<file path="config.mk">
export PLATFORM = sky130hd
export DESIGN_NAME = msi_snoop_ctrl_flat
export DESIGN_NICKNAME = d
export VERILOG_FILES = /design/src/rtl/common.sv /design/src/rtl/msi_snoop_ctrl_if.sv /design/src/rtl/msi_snoop_ctrl_rr_arb2.sv /design/src/rtl/msi_snoop_ctrl.sv /design/src/flat_wrapper.sv
export SDC_FILE = /design/constraint.sdc
export NUM_CORES = 1
export LEC_CHECK = 0
export CAP_MARGIN = 20
export CORE_ASPECT_RATIO = 0.5
export CORE_UTILIZATION = 34
export DETAILED_ROUTE_END_ITERATION = 8
export GPL_TIMING_DRIVEN = 0
export PLACE_DENSITY = 0.75
export SYNTH_ARGS = -nofsm -noshare
export SYNTH_HDL_FRONTEND = slang
export SYNTH_HIERARCHICAL = 1
export SYNTH_SLANG_ARGS = --single-unit
</file>
<file path="constraint.sdc">
create_clock -name clk -period 1.9 [get_ports clk]
set_clock_uncertainty 0.2 [all_clocks]
set_input_delay 0.38 -clock clk [delete_from_list [all_inputs] [get_ports clk]]
set_output_delay 0.38 -clock clk [all_outputs]
set_load 0.05 [all_outputs]
</file>
<file path="src/rtl/common.sv">
// Shared types and constants for the two-core MSI coherence system.
package common;

  typedef enum logic [1:0] {
    INVALID  = 2'b00,
    SHARED   = 2'b01,
    MODIFIED = 2'b10
  } blk_state_t;

  typedef enum logic [2:0] {
    StIdle,
    StSearch,
    StEval,
    StInval,
    StWb,
    StDone
  } snp_state_t;

  localparam int unsigned NUM_CPU = 2;
  localparam int unsigned ADDR_W  = 11;
  localparam int unsigned LINE_W  = 64;

endpackage

</file>
<file path="src/rtl/msi_snoop_ctrl_if.sv">
// Request/response, snoop and write-back signals around the snoop controller.
interface msi_snoop_ctrl_if;
  import common::*;

  logic [NUM_CPU-1:0]             req;
  logic [NUM_CPU-1:0]             req_wr;
  logic [NUM_CPU-1:0][ADDR_W-1:0] req_addr;

  logic [NUM_CPU-1:0]             resp_valid;
  logic                           resp_fwd;
  blk_state_t                     resp_state;
  logic [LINE_W-1:0]              resp_data;

  logic [NUM_CPU-1:0]             snp_search;
  logic [ADDR_W-1:0]              snp_boci;
  logic [NUM_CPU-1:0]             snp_inval;
  logic [NUM_CPU-1:0]             snp_found;
  logic [NUM_CPU-1:0][LINE_W-1:0] snp_line;

  logic                           wb_valid;
  logic [ADDR_W-1:0]              wb_addr;
  logic [LINE_W-1:0]              wb_data;
  logic                           wb_ready;

  // Controller side.
  modport slave (
    input  req, req_wr, req_addr, snp_found, snp_line, wb_ready,
    output resp_valid, resp_fwd, resp_state, resp_data,
    output snp_search, snp_boci, snp_inval, wb_valid, wb_addr, wb_data
  );

  // Cores, caches and memory side.
  modport master (
    output req, req_wr, req_addr, snp_found, snp_line, wb_ready,
    input  resp_valid, resp_fwd, resp_state, resp_data,
    input  snp_search, snp_boci, snp_inval, wb_valid, wb_addr, wb_data
  );

endinterface

</file>
<file path="src/rtl/msi_snoop_ctrl_rr_arb2.sv">
// Two-requester round-robin arbiter; the pointer moves away from the core just served.
module rr_arb2 (
  input  logic       clk,
  input  logic       rst_n,
  input  logic [1:0] req,
  input  logic       done,
  input  logic       done_id,
  output logic       gnt_valid,
  output logic       gnt_id
);

  logic ptr_q;

  assign gnt_valid = |req;
  assign gnt_id    = req[ptr_q] ? ptr_q : ~ptr_q;

  always_ff @(posedge clk or negedge rst_n) begin
    if (!rst_n) begin
      ptr_q <= 1'b0;
    end else if (done) begin
      ptr_q <= ~done_id;
    end
  end

endmodule

</file>
<file path="src/rtl/msi_snoop_ctrl.sv">
// Bus-side MSI coherence controller: snoops the opposite cache, forwards or writes back.
module msi_snoop_ctrl
  import common::*;
(
  input  logic             clk,
  input  logic             rst_n,
  msi_snoop_ctrl_if.slave  bus
);

  snp_state_t        state_q, state_d;
  logic              gnt_id_q;
  logic              gnt_wr_q;
  logic [ADDR_W-1:0] gnt_addr_q;
  logic              fwd_hit_q;
  logic [LINE_W-1:0] fwd_buf_q;

  logic arb_valid;
  logic arb_id;
  logic done;
  logic snoop_id;

  assign done     = (state_q == StDone);
  assign snoop_id = ~gnt_id_q;

  rr_arb2 u_arb (
    .clk       (clk),
    .rst_n     (rst_n),
    .req       (bus.req),
    .done      (done),
    .done_id   (gnt_id_q),
    .gnt_valid (arb_valid),
    .gnt_id    (arb_id)
  );

  always_ff @(posedge clk or negedge rst_n) begin
    if (!rst_n) begin
      state_q <= StIdle;
    end else begin
      state_q <= state_d;
    end
  end

  // Grant fields latch in IDLE; the snoop result latches on the edge that ends SEARCH.
  always_ff @(posedge clk or negedge rst_n) begin
    if (!rst_n) begin
      gnt_id_q   <= 1'b0;
      gnt_wr_q   <= 1'b0;
      gnt_addr_q <= '0;
      fwd_hit_q  <= 1'b0;
      fwd_buf_q  <= '0;
    end else begin
      if (state_q == StIdle && arb_valid) begin
        gnt_id_q   <= arb_id;
        gnt_wr_q   <= bus.req_wr[arb_id];
        gnt_addr_q <= bus.req_addr[arb_id];
      end
      if (state_q == StSearch) begin
        fwd_hit_q <= bus.snp_found[snoop_id];
        fwd_buf_q <= bus.snp_line[snoop_id];
      end
    end
  end

  always_comb begin
    state_d = state_q;
    unique case (state_q)
      StIdle:   if (arb_valid) state_d = StSearch;
      StSearch: state_d = StEval;
      StEval:   state_d = (fwd_hit_q || gnt_wr_q) ? StInval : StDone;
      StInval:  state_d = (fwd_hit_q && !gnt_wr_q) ? StWb : StDone;
      StWb:     if (bus.wb_ready) state_d = StDone;
      StDone:   state_d = StIdle;
      default:  state_d = StIdle;
    endcase
  end

  always_comb begin
    bus.resp_valid = '0;
    bus.resp_fwd   = 1'b0;
    bus.resp_state = INVALID;
    bus.resp_data  = '0;
    bus.snp_search = '0;
    bus.snp_boci   = '0;
    bus.snp_inval  = '0;
    bus.wb_valid   = 1'b0;
    bus.wb_addr    = '0;
    bus.wb_data    = '0;
    unique case (state_q)
      StSearch: begin
        bus.snp_boci             = gnt_addr_q;
        bus.snp_search[snoop_id] = 1'b1;
      end
      StEval: begin
        bus.snp_boci = gnt_addr_q;
      end
      StInval: begin
        bus.snp_boci            = gnt_addr_q;
        bus.snp_inval[snoop_id] = 1'b1;
      end
      StWb: begin
        bus.wb_valid = 1'b1;
        bus.wb_addr  = gnt_addr_q;
        bus.wb_data  = fwd_buf_q;
      end
      StDone: begin
        bus.resp_valid[gnt_id_q] = 1'b1;
        bus.resp_fwd             = fwd_hit_q;
        bus.resp_state           = gnt_wr_q ? MODIFIED : SHARED;
        bus.resp_data            = fwd_buf_q;
      end
      default: ;
    endcase
  end

endmodule
</file>
<file path="src/flat_wrapper.sv">
// flat-port wrapper written by rule: the top's interface ports become plain ports
module msi_snoop_ctrl_flat import common::*;
  (clk, rst_n, bus_req, bus_req_wr, bus_req_addr, bus_snp_found, bus_snp_line, bus_wb_ready, bus_resp_valid, bus_resp_fwd, bus_resp_state, bus_resp_data, bus_snp_search, bus_snp_boci, bus_snp_inval, bus_wb_valid, bus_wb_addr, bus_wb_data);
  msi_snoop_ctrl_if bus_i ();
  input  logic clk;
  input  logic rst_n;
  input wire logic [$bits(bus_i.req)-1:0] bus_req;
  input wire logic [$bits(bus_i.req_wr)-1:0] bus_req_wr;
  input wire logic [$bits(bus_i.req_addr)-1:0] bus_req_addr;
  input wire logic [$bits(bus_i.snp_found)-1:0] bus_snp_found;
  input wire logic [$bits(bus_i.snp_line)-1:0] bus_snp_line;
  input wire logic [$bits(bus_i.wb_ready)-1:0] bus_wb_ready;
  output wire logic [$bits(bus_i.resp_valid)-1:0] bus_resp_valid;
  output wire logic [$bits(bus_i.resp_fwd)-1:0] bus_resp_fwd;
  output wire logic [$bits(bus_i.resp_state)-1:0] bus_resp_state;
  output wire logic [$bits(bus_i.resp_data)-1:0] bus_resp_data;
  output wire logic [$bits(bus_i.snp_search)-1:0] bus_snp_search;
  output wire logic [$bits(bus_i.snp_boci)-1:0] bus_snp_boci;
  output wire logic [$bits(bus_i.snp_inval)-1:0] bus_snp_inval;
  output wire logic [$bits(bus_i.wb_valid)-1:0] bus_wb_valid;
  output wire logic [$bits(bus_i.wb_addr)-1:0] bus_wb_addr;
  output wire logic [$bits(bus_i.wb_data)-1:0] bus_wb_data;
  assign bus_i.req = bus_req;
  assign bus_i.req_wr = bus_req_wr;
  assign bus_i.req_addr = bus_req_addr;
  assign bus_i.snp_found = bus_snp_found;
  assign bus_i.snp_line = bus_snp_line;
  assign bus_i.wb_ready = bus_wb_ready;
  assign bus_resp_valid = bus_i.resp_valid;
  assign bus_resp_fwd = bus_i.resp_fwd;
  assign bus_resp_state = bus_i.resp_state;
  assign bus_resp_data = bus_i.resp_data;
  assign bus_snp_search = bus_i.snp_search;
  assign bus_snp_boci = bus_i.snp_boci;
  assign bus_snp_inval = bus_i.snp_inval;
  assign bus_wb_valid = bus_i.wb_valid;
  assign bus_wb_addr = bus_i.wb_addr;
  assign bus_wb_data = bus_i.wb_data;
  msi_snoop_ctrl u_core (.clk(clk), .rst_n(rst_n), .bus(bus_i));
endmodule
</file>
* Yosys cells after proc, flatten, opt, wreduce, memory -nomap -nowiden
Index checks and enable logic that the tools add are counted.
Word-level totals: word-level logic and storage cells 63, memories 0, output and inout port bits 160, bits in writable memories 0, input bits 159, register bits 82, ROM bits 0, latch bits 0
Cells by class: bitwise gates (word level) 2, multiply operators 0, shift-type cells 0, equality and inequality tests 7, multiplexer cells 31, divide/modulo/power cells 0, add/sub/neg operators 0, magnitude comparators 6, reductions and logical operators 10
Operators by type and width (count):
- 64-bit 2-to-1 mux | 4
- 11-bit 2-to-1 mux | 4
- 3-bit one-hot mux with 5 select lines | 1
- 1-bit 2-to-1 mux | 12
- 2-bit 2-to-1 mux | 5
- 3-bit 2-to-1 mux | 3
- 1-bit by 2-bit < comparator with 1-bit output, second input constant | 4
- 3-bit by 2-bit == test with 1-bit output, second input constant | 2
- 3-bit == test, second input constant | 2
- 1-bit logical AND | 4
- 3-bit by 1-bit == test with 1-bit output, second input constant | 1
- 3-bit zero test | 1
- 3-bit OR reduction | 1
- 1-bit demux with 1-bit select | 2
- 1-bit greater-or-equal comparator, second input constant | 2
- 2-bit by 1-bit inequality test with 1-bit output, second input constant | 1
- 2-bit inequality test, second input constant | 1
- 1-bit NOT | 2
- 2-bit AND reduction | 1
- 2-bit OR reduction | 1
- 1-bit zero test | 1
- 1-bit logical OR | 1

* Longest topological paths before layout
Gate-level depths: netlist of the first run.
depth after elaboration 6, mapped depth 7

* Modules after synthesis
The synthesis of the first run kept the hierarchy.
By module, submodules not included:
- msi_snoop_ctrl | area an instance 4904.7 sq um, cells an instance 553, instances 1
- rr_arb2 | area an instance 57.6 sq um, cells an instance 6, instances 1

* Worst setup path before layout of the first run
OpenSTA, ideal clock, no wires.
kind register -> output, start reg u_core.state_q[1], end out bus_resp_state[0], arrival time 1.699 ns, required time 1.320 ns, slack -0.379 ns, cell stages (with the launch flop) 6, cell sequence dfrtp_1 > buf_2 > nor2b_1 > clkbuf_1 > nand2_1 > nor2_1
Between the ends: cells in the longest elaborated chain, start to end 2
Ends and longest elaborated chain:
- start: declaration | RTL line msi_snoop_ctrl.sv:10 | snp_state_t state_q, state_d;
- start signal: assignment | RTL line msi_snoop_ctrl.sv:37 | state_q <= StIdle;
- start signal: assignment | RTL line msi_snoop_ctrl.sv:39 | state_q <= state_d;
- 3-bit == test | RTL line msi_snoop_ctrl.sv:88 | unique case (state_q)
- 2-bit 2-to-1 mux | RTL line msi_snoop_ctrl.sv:88
- end: declaration | RTL line flat_wrapper.sv:15 | output wire logic [$bits(bus_i.resp_state)-1:0] bus_resp_state;
No other way between the ends.

* Worst setup path after layout of the first run
start reg u_core.state_q[1], end out bus_resp_data[25]
Between the ends: cells in the longest elaborated chain, start to end 2
Ends and longest elaborated chain:
- 3-bit == test | RTL line msi_snoop_ctrl.sv:88
- 64-bit 2-to-1 mux | RTL line msi_snoop_ctrl.sv:88
- end: declaration | RTL line flat_wrapper.sv:16 | output wire logic [$bits(bus_i.resp_data)-1:0] bus_resp_data;
No other way between the ends.

==> summary.md, run 1 <==
| Metric | Value |
|---|---|
| Reg area | `approximately 2100 um^2` |
| Worst skew pair latency | `about 0.34 ns` |
| Final setup margin | `-0.4726 ns` |
| Vias in the first global route | `5939` |
| Power Density | `1768 nW/um^2` |
| Core ar. | `13890 um^2` |
| Tightest Pin Transition | `0.4046 ns` |
| Sequential Power Share | `between 10% and 20%` |
| Fillers | `801` |
| IO buf count | `318` |
| Rows | `30` |
| Top cells by area, synth | `dfrtp_1, and3_1, mux2i_1` |
| Worst setup EP type | `output pin` |
| Switching pwr | `9079 uW` |
| Post-Synthesis Cells | `559` |
| Post-synthesis net count | `between 700 and 800` |
| 1st-iter DRT viols | `484` |
| Slew Viols, Final | `0` |
| Critical path class | `reg -> out` |
| Sw Share | `46.64%` |
| Die Area | `15110 um^2` |
| Final min period | `approximately 2.4 ns` |
| Syn Std Cell Area | `4962 um^2` |
| Hold_ws | `0.2671 ns` |
| Worst path required time | `1.32 ns` |
| Hold crit path type | `in -> async` |
| Fmax | `421.5 MHz` |
| Average wire per standard cell | `around 22 um` |
| Max_slew headroom | `approximately three quarters` |
| Post-layout net count | `1093` |
| GP Congestion | `0.8431` |
| Crit path launch type | `flip-flop` |
| Maximum VDD drop | `0.7199 mV` |
| Most frequent cells after synthesis | `and3_1, nor2_1, dfrtp_1` |
| Fin area | `11010 um^2` |
| Number of synthesized flops with an enable pin | `0` |
| Failing checks | `setup timing` |
| DRC violations left | `0` |
| Die width | `around 170 um` |
| Total number of vias | `6065` |
| WL final | `24430 um` |
| Die Y-Extent | `87.43 um` |
| Internal cell power | `10390 uW` |
| YS warnings | `6` |
| Most frequent cell after synthesis | `and3_1` |
| Largest net degree at the start of global routing | `66` |
| Leakage | `around 0.0050 uW` |
| Dpl hpwl | `about 16000 um` |
| Cell Area, Placed | `8914 um^2` |
| Final setup viols | `174` |
| First-pass GRT wire length | `33460 um` |
| Main synth FF type | `dfrtp_1` |
| Unique masters post-synth | `25` |
| Setup WS pre-CTS | `-1.066 ns` |
| Status | `finished with violations` |
| CTS buffer count | `9` |
| Max H-tree Level | `3` |
| Clk pwr share | `10.2%` |
| Antenna Nets Post-Route | `0` |
| Combinational fraction of design power | `72.3%` |
| Area Overhead vs Synth | `121.9%` |
| Layout cells sized above 1 | `a little under half` |
| Ports | `319` |
| Post-synthesis register bit count | `between 80 and 90` |
| Vias per cell | `between 5 and 6` |
| Period utilization | `124.9%` |
| Cell taking the most area after synthesis | `dfrtp_1` |
| TNS Setup | `-62.12 ns` |
| Tot GR Track Use | `28.55%` |
| Initial core utilization | `between 30% and 40%` |
| Worst-path clk slew | `0.06 ns` |
| Sequential-to-total area share from yosys stat | `41.35%` |
| Arr. time, crit path | `roughly 1.8 ns` |
| First-pass iteration count of the detailed router | `5` |
| FFs w/ async S/R, synth | `100.0%` |
| CTS tree | `done` |
| CP max FO | `6` |
| CTS max path bufs | `2` |
| Clock Sink Count | `82` |
| Top-area cell type share of the netlist area | `41.35%` |
| Root Driver | `clkbuf_16` |
| Syn_area_per_cell | `~8.9 um^2` |
| Multi-input logic area | `3281 um^2` |
| Global route overflow | `0` |
| Initial antenna violation count | `0` |
| ANT cells | `0` |
| RSZ-0062 raised after global routing | `true` |
| Max_cap viols | `0` |
| Hold Vio Cnt, Final | `0` |
cell type report:
class                           count  area share, %
Clock inverter                      5         0.9317
Tap cell                          192          2.182
Timing Repair Buffer              365          40.42
Multi-Input combinational cell    414          29.79
Buffer                             59          5.818
Clock buffer                       11          2.113
Inverter                            3         0.1023
Sequential cell                    82          18.65
metal layers:
metal  vias to the layer above  track usage (%)  share of wire (%)
met4                         0            8.286                3.5
met1                      2975            35.60                 40
met2                       291            51.76                 51
li1                       2720                -                  -
met3                        79            4.450                5.2
met5                         -                0                  0
cells in the final DEF, fill, tap and decap left out, types with 20 or more instances in the layout:
cell	n
and3_4	105
buf_8	134
nor2_1	81
clkbuf_16	20
buf_6	55
mux2i_1	78
clkdlybuf4s50_1	157
buf_4	33
dfrtp_1	81
a21oi_1	78
and3_2	30
stage by stage:
stage	std cells	util, %	total power, uW
floorplan	559	-	10100
global placement	1069	64.00	13130
detailed placement	1070	64.18	13350
CTS	1115	74.41	17560
global route	1131	79.29	20210
finish	1131	79.29	19460
final timing paths:
kind	startpoint	endpoint	slack, ns	depth (start not counted)
worst max-delay path	u_core/state_q[1]	bus_resp_data[25]	-0.47	7
worst max register to register	u_core/gnt_id_q	u_core/fwd_buf_q[2]	-0.10	5
worst min-delay path	rst_n	u_core/fwd_buf_q[34]	0.27	2
min in group clk	u_core/fwd_buf_q[15]	u_core/fwd_buf_q[15]	0.36	2
max in group asynchronous	rst_n	u_core/fwd_buf_q[60]	0.61	3
worst min register to register	u_core/fwd_buf_q[15]	u_core/fwd_buf_q[15]	0.36	2
sequential cells by signal, summed over array words and instances, names as in the netlist:
signal	count
u_core/state_q	3
u_core/gnt_id_q	1
u_core/gnt_wr_q	1
u_core/gnt_addr_q	11
u_core/fwd_buf_q	64
u_core/u_arb/ptr_q	1
u_core/fwd_hit_q	1
logic make-up (layout without fill, tap and decap cells):
family,count (synthesis),in the layout,share of synthesized area [%]
simple gates,253,253,27.86
mux,79,79,15.96
compound gates,82,82,8.523
flops,82,82,41.35
buf+inv,63,443,6.303
critical path, stage by stage, from the launching register on:
cell	delay, ns
dfrtp_1	0.38
buf_6	0.14
nor2b_4	0.17
buf_12	0.14
buf_12	0.14
clkbuf_16	0.15
and3_4	0.19
buf_8	0.14
power groups by stage:
stage | combinational, uW | clock [uW] | sequential, uW
2_1_floorplan | 7010 | 0 | 3100
3_3_place_gp | 9890 | 0 | 3240
3_5_place_dp | 10000 | 0 | 3310
4_1_cts | 12300 | 2010 | 3290
5_1_grt | 14600 | 2120 | 3480
6_report | 14100 | 1990 | 3400
timing repair:
action                                  in CTS  in global routing
cloned                                       7                  7
resized for setup                         1272                150
hold buffers                                 1                  0
setup buffers                               21                 12
endpoints found under the hold margin       17                  0
pin swaps                                    9                  8
endpoints found under the setup margin     170                232
(Power assumes the default switching activity.)
==> run 2, diff against run 1 <==
--- a/config.mk
+++ b/config.mk
@@ -7,8 +7,10 @@
 export LEC_CHECK = 0
 export CAP_MARGIN = 20
 export CORE_ASPECT_RATIO = 0.5
+export CORE_MARGIN = 3
 export CORE_UTILIZATION = 34
 export DETAILED_ROUTE_END_ITERATION = 8
+export GPL_ROUTABILITY_DRIVEN = 0
 export GPL_TIMING_DRIVEN = 0
 export PLACE_DENSITY = 0.75
 export SYNTH_ARGS = -nofsm -noshare
==> run 2 against run 1 <==
Compared with the run above:
- the run still ends with setup timing left
- clock power fell by 5%
- critical path type unchanged
- register-to-register slack worse by 0.03 ns
- combinational power increased by 4%
- global-route usage fell by 0.91 points
==> summary.md, run 2 (synthesized netlist as in run 1, its figures left out) <==
| Metric | Value |
|---|---|
| Clock Sink Count | `82` |
| Rows | `30` |
| Critical path's slowest cell | `dfrtp_1` |
| Non-Filler Instances | `1135` |
| Hold crit path type | `reg -> reg` |
| First-pass iteration count of the detailed router | `5` |
| CTS max path bufs | `2` |
| Global route overflow | `0` |
| Average wire per standard cell | `23.39 um` |
| CTS tree | `done` |
| Crit path launch type | `flip-flop` |
| CTS buffer count | `9` |
| Max reg flops | `64` |
| Ports | `319` |
| Hold Path Sink | `u_core/u_arb/ptr_q` |
| Status | `finished with violations` |
| Dpl cells | `1070` |
| DRC violations left | `0` |
| Worst setup EP type | `output pin` |
| Worst path required time | `1.32 ns` |
| CP max FO | `5` |
| Worst skew pair latency | `0.34 ns` |
| Initial core utilization | `35.73%` |
| Commonest non-fill, non-tap cell in the layout | `clkdlybuf4s50_1` |
| Hold_ws | `0.2936 ns` |
| R2r endpoint | `u_core/fwd_buf_q[54]` |
| Worst-path clk slew | `0.06 ns` |
| Largest net degree at the start of global routing | `54` |
| Power Density | `about 1800 nW/um^2` |
| Die width | `176.9 um` |
| IO buf count | `318` |
| Total number of vias | `between 6000 and 7000` |
| Final setup margin | `-0.5139 ns` |
| Worst hold start | `u_core/gnt_id_q` |
| Hold-critical path depth | `1` |
| 1st-iter DRT viols | `between 500 and 600` |
| FF-to-FF Start | `u_core/state_q[1]` |
| Antenna Nets Post-Route | `0` |
| Initial antenna violation count | `0` |
| WL final | `approximately 27000 um` |
| Max H-tree Level | `3` |
| Layout cells sized above 1 | `48.14%` |
| R2R depth | `9` |
| Max incr delay on CP | `0.42 ns` |
| Max_slew headroom | `71.17%` |
| Crit-path cells | `buf_6 -> nor2_4 -> buf_12 -> buf_12 -> clkbuf_16 -> and3_4 -> buf_8` |
| Period utilization | `127.0%` |
| Die Y-Extent | `91.43 um` |
| Failing checks | `setup timing` |
| CP dominant cell by count | `buf_12` |
| Leakage | `around 0.005 uW` |
| Fillers | `783` |
| Fmax | `between 400 and 500 MHz` |
| Critical path's top delay family | `buffers and inverters` |
| CP bufs+invs | `5` |
| Maximum VDD drop | `0.8163 mV` |
| Cell Area, Placed | `8914 um^2` |
| Hold Vio Cnt, Final | `0` |
| Dpl hpwl | `16280 um` |
| Critical path class | `reg -> out` |
| Fin area | `11260 um^2` |
| Final core occ | `81.05%` |
| Largest Register | `u_core/fwd_buf_q` |
| Most frequent cells in the layout | `clkdlybuf4s50_1, buf_8, and3_4, nor2_1, dfrtp_1` |
| Final min period | `approximately 2.4 ns` |
| First-pass GRT wire length | `34870 um` |
| Tot GR Track Use | `27.64%` |
| Vias per cell | `5.470` |
| Post-layout net count | `1097` |
| Final setup viols | `between 150 and 200` |
| RSZ-0062 raised after global routing | `true` |
| ANT cells | `0` |
| Arr. time, crit path | `1.83 ns` |
| Tightest Pin Transition | `0.4324 ns` |
| Area Overhead vs Synth | `126.8%` |
| Max_cap viols | `0` |
| Largest regs | `u_core/fwd_buf_q x64, u_core/gnt_addr_q x11, u_core/state_q x3` |
| R2R Setup Slk | `-0.13 ns` |
| Slew Viols, Final | `0` |
| Die Area | `16170 um^2` |
| Root Driver | `clkbuf_16` |
| Core ar. | `13890 um^2` |
| Vias in the first global route | `6107` |
## run 2: worst max-delay path by stage
stage                           start                    to  slack (ns)  cells past startpoint
floorplan             u_core/gnt_id_q      bus_snp_inval[1]       -0.14                      3
global route        u_core/state_q[1]     bus_resp_valid[0]       -0.54                      8
global placement                rst_n  u_core/fwd_buf_q[10]       -2.86                      1
detailed placement  u_core/state_q[2]       bus_wb_data[57]       -1.09                      5
finish              u_core/state_q[1]       bus_wb_data[57]       -0.51                      7
CTS                 u_core/state_q[1]       bus_wb_data[57]       -0.43                      7
## run 2: per-stage QoR
step / setup slack, ns / total power, uW / setup TNS [ns]
after floorplan: -0.1398 / 10100 / -0.2795
final: -0.5139 / 19900 / -69.35
after detailed placement: -1.089 / 13390 / -155.94
after CTS: -0.4327 / 17660 / -63.08
after global routing: -0.5367 / 20580 / -76.47
after global placement: -2.859 / 13170 / -384.87
## run 2: area by class of cell
class,instances,area (um^2),share of cell area (%)
multi-input cells,414,3358,29.84
flip-flops and latches,82,2053,18.24
plain buffers,58,671.9,5.969
well taps,192,240.2,2.134
inverters,3,11.26,0.1000
clock buffers,11,242.7,2.157
clock inverters,5,77.57,0.6892
repair buffers,370,4601,40.87
## run 2: worst reg2reg max path: cells and delay by family (launching register included)
kind                   cells  cell delay [ns]
AOI/OAI and AO/OA          1             0.18
buffers and inverters      6             0.85
DFF                        1             0.42
and+or+nand+nor            2             0.28
## run 2: power by group
| part | leakage (uW) | total, uW | internal (uW) | switching, uW |
|---|---|---|---|---|
| clock | 0.000156 | 1900 | 1180 | 712 |
| sequential | 0.000900 | 3430 | 2630 | 801 |
| combinational | 0.00394 | 14600 | 6690 | 7880 |
| total | 0.00500 | 19900 | 10500 | 9390 |
## run 2: repair_timing
action	4_1_cts	5_1_grt
setup buffers	24	16
pin swaps	6	5
gates cloned	6	10
endpoints found under the setup margin	171	238
resized for setup	1320	153
endpoints found under the hold margin	29	0
hold buffers	1	0
## run 2: metal layers
layer	wire [um]	vias up	GRT usage [%]
li1	-	2720	-
met1	10070	3064	33.23
met2	13760	337	49.97
met3	1701	88	5.054
met4	1019	0	9.014
met5	0	-	0
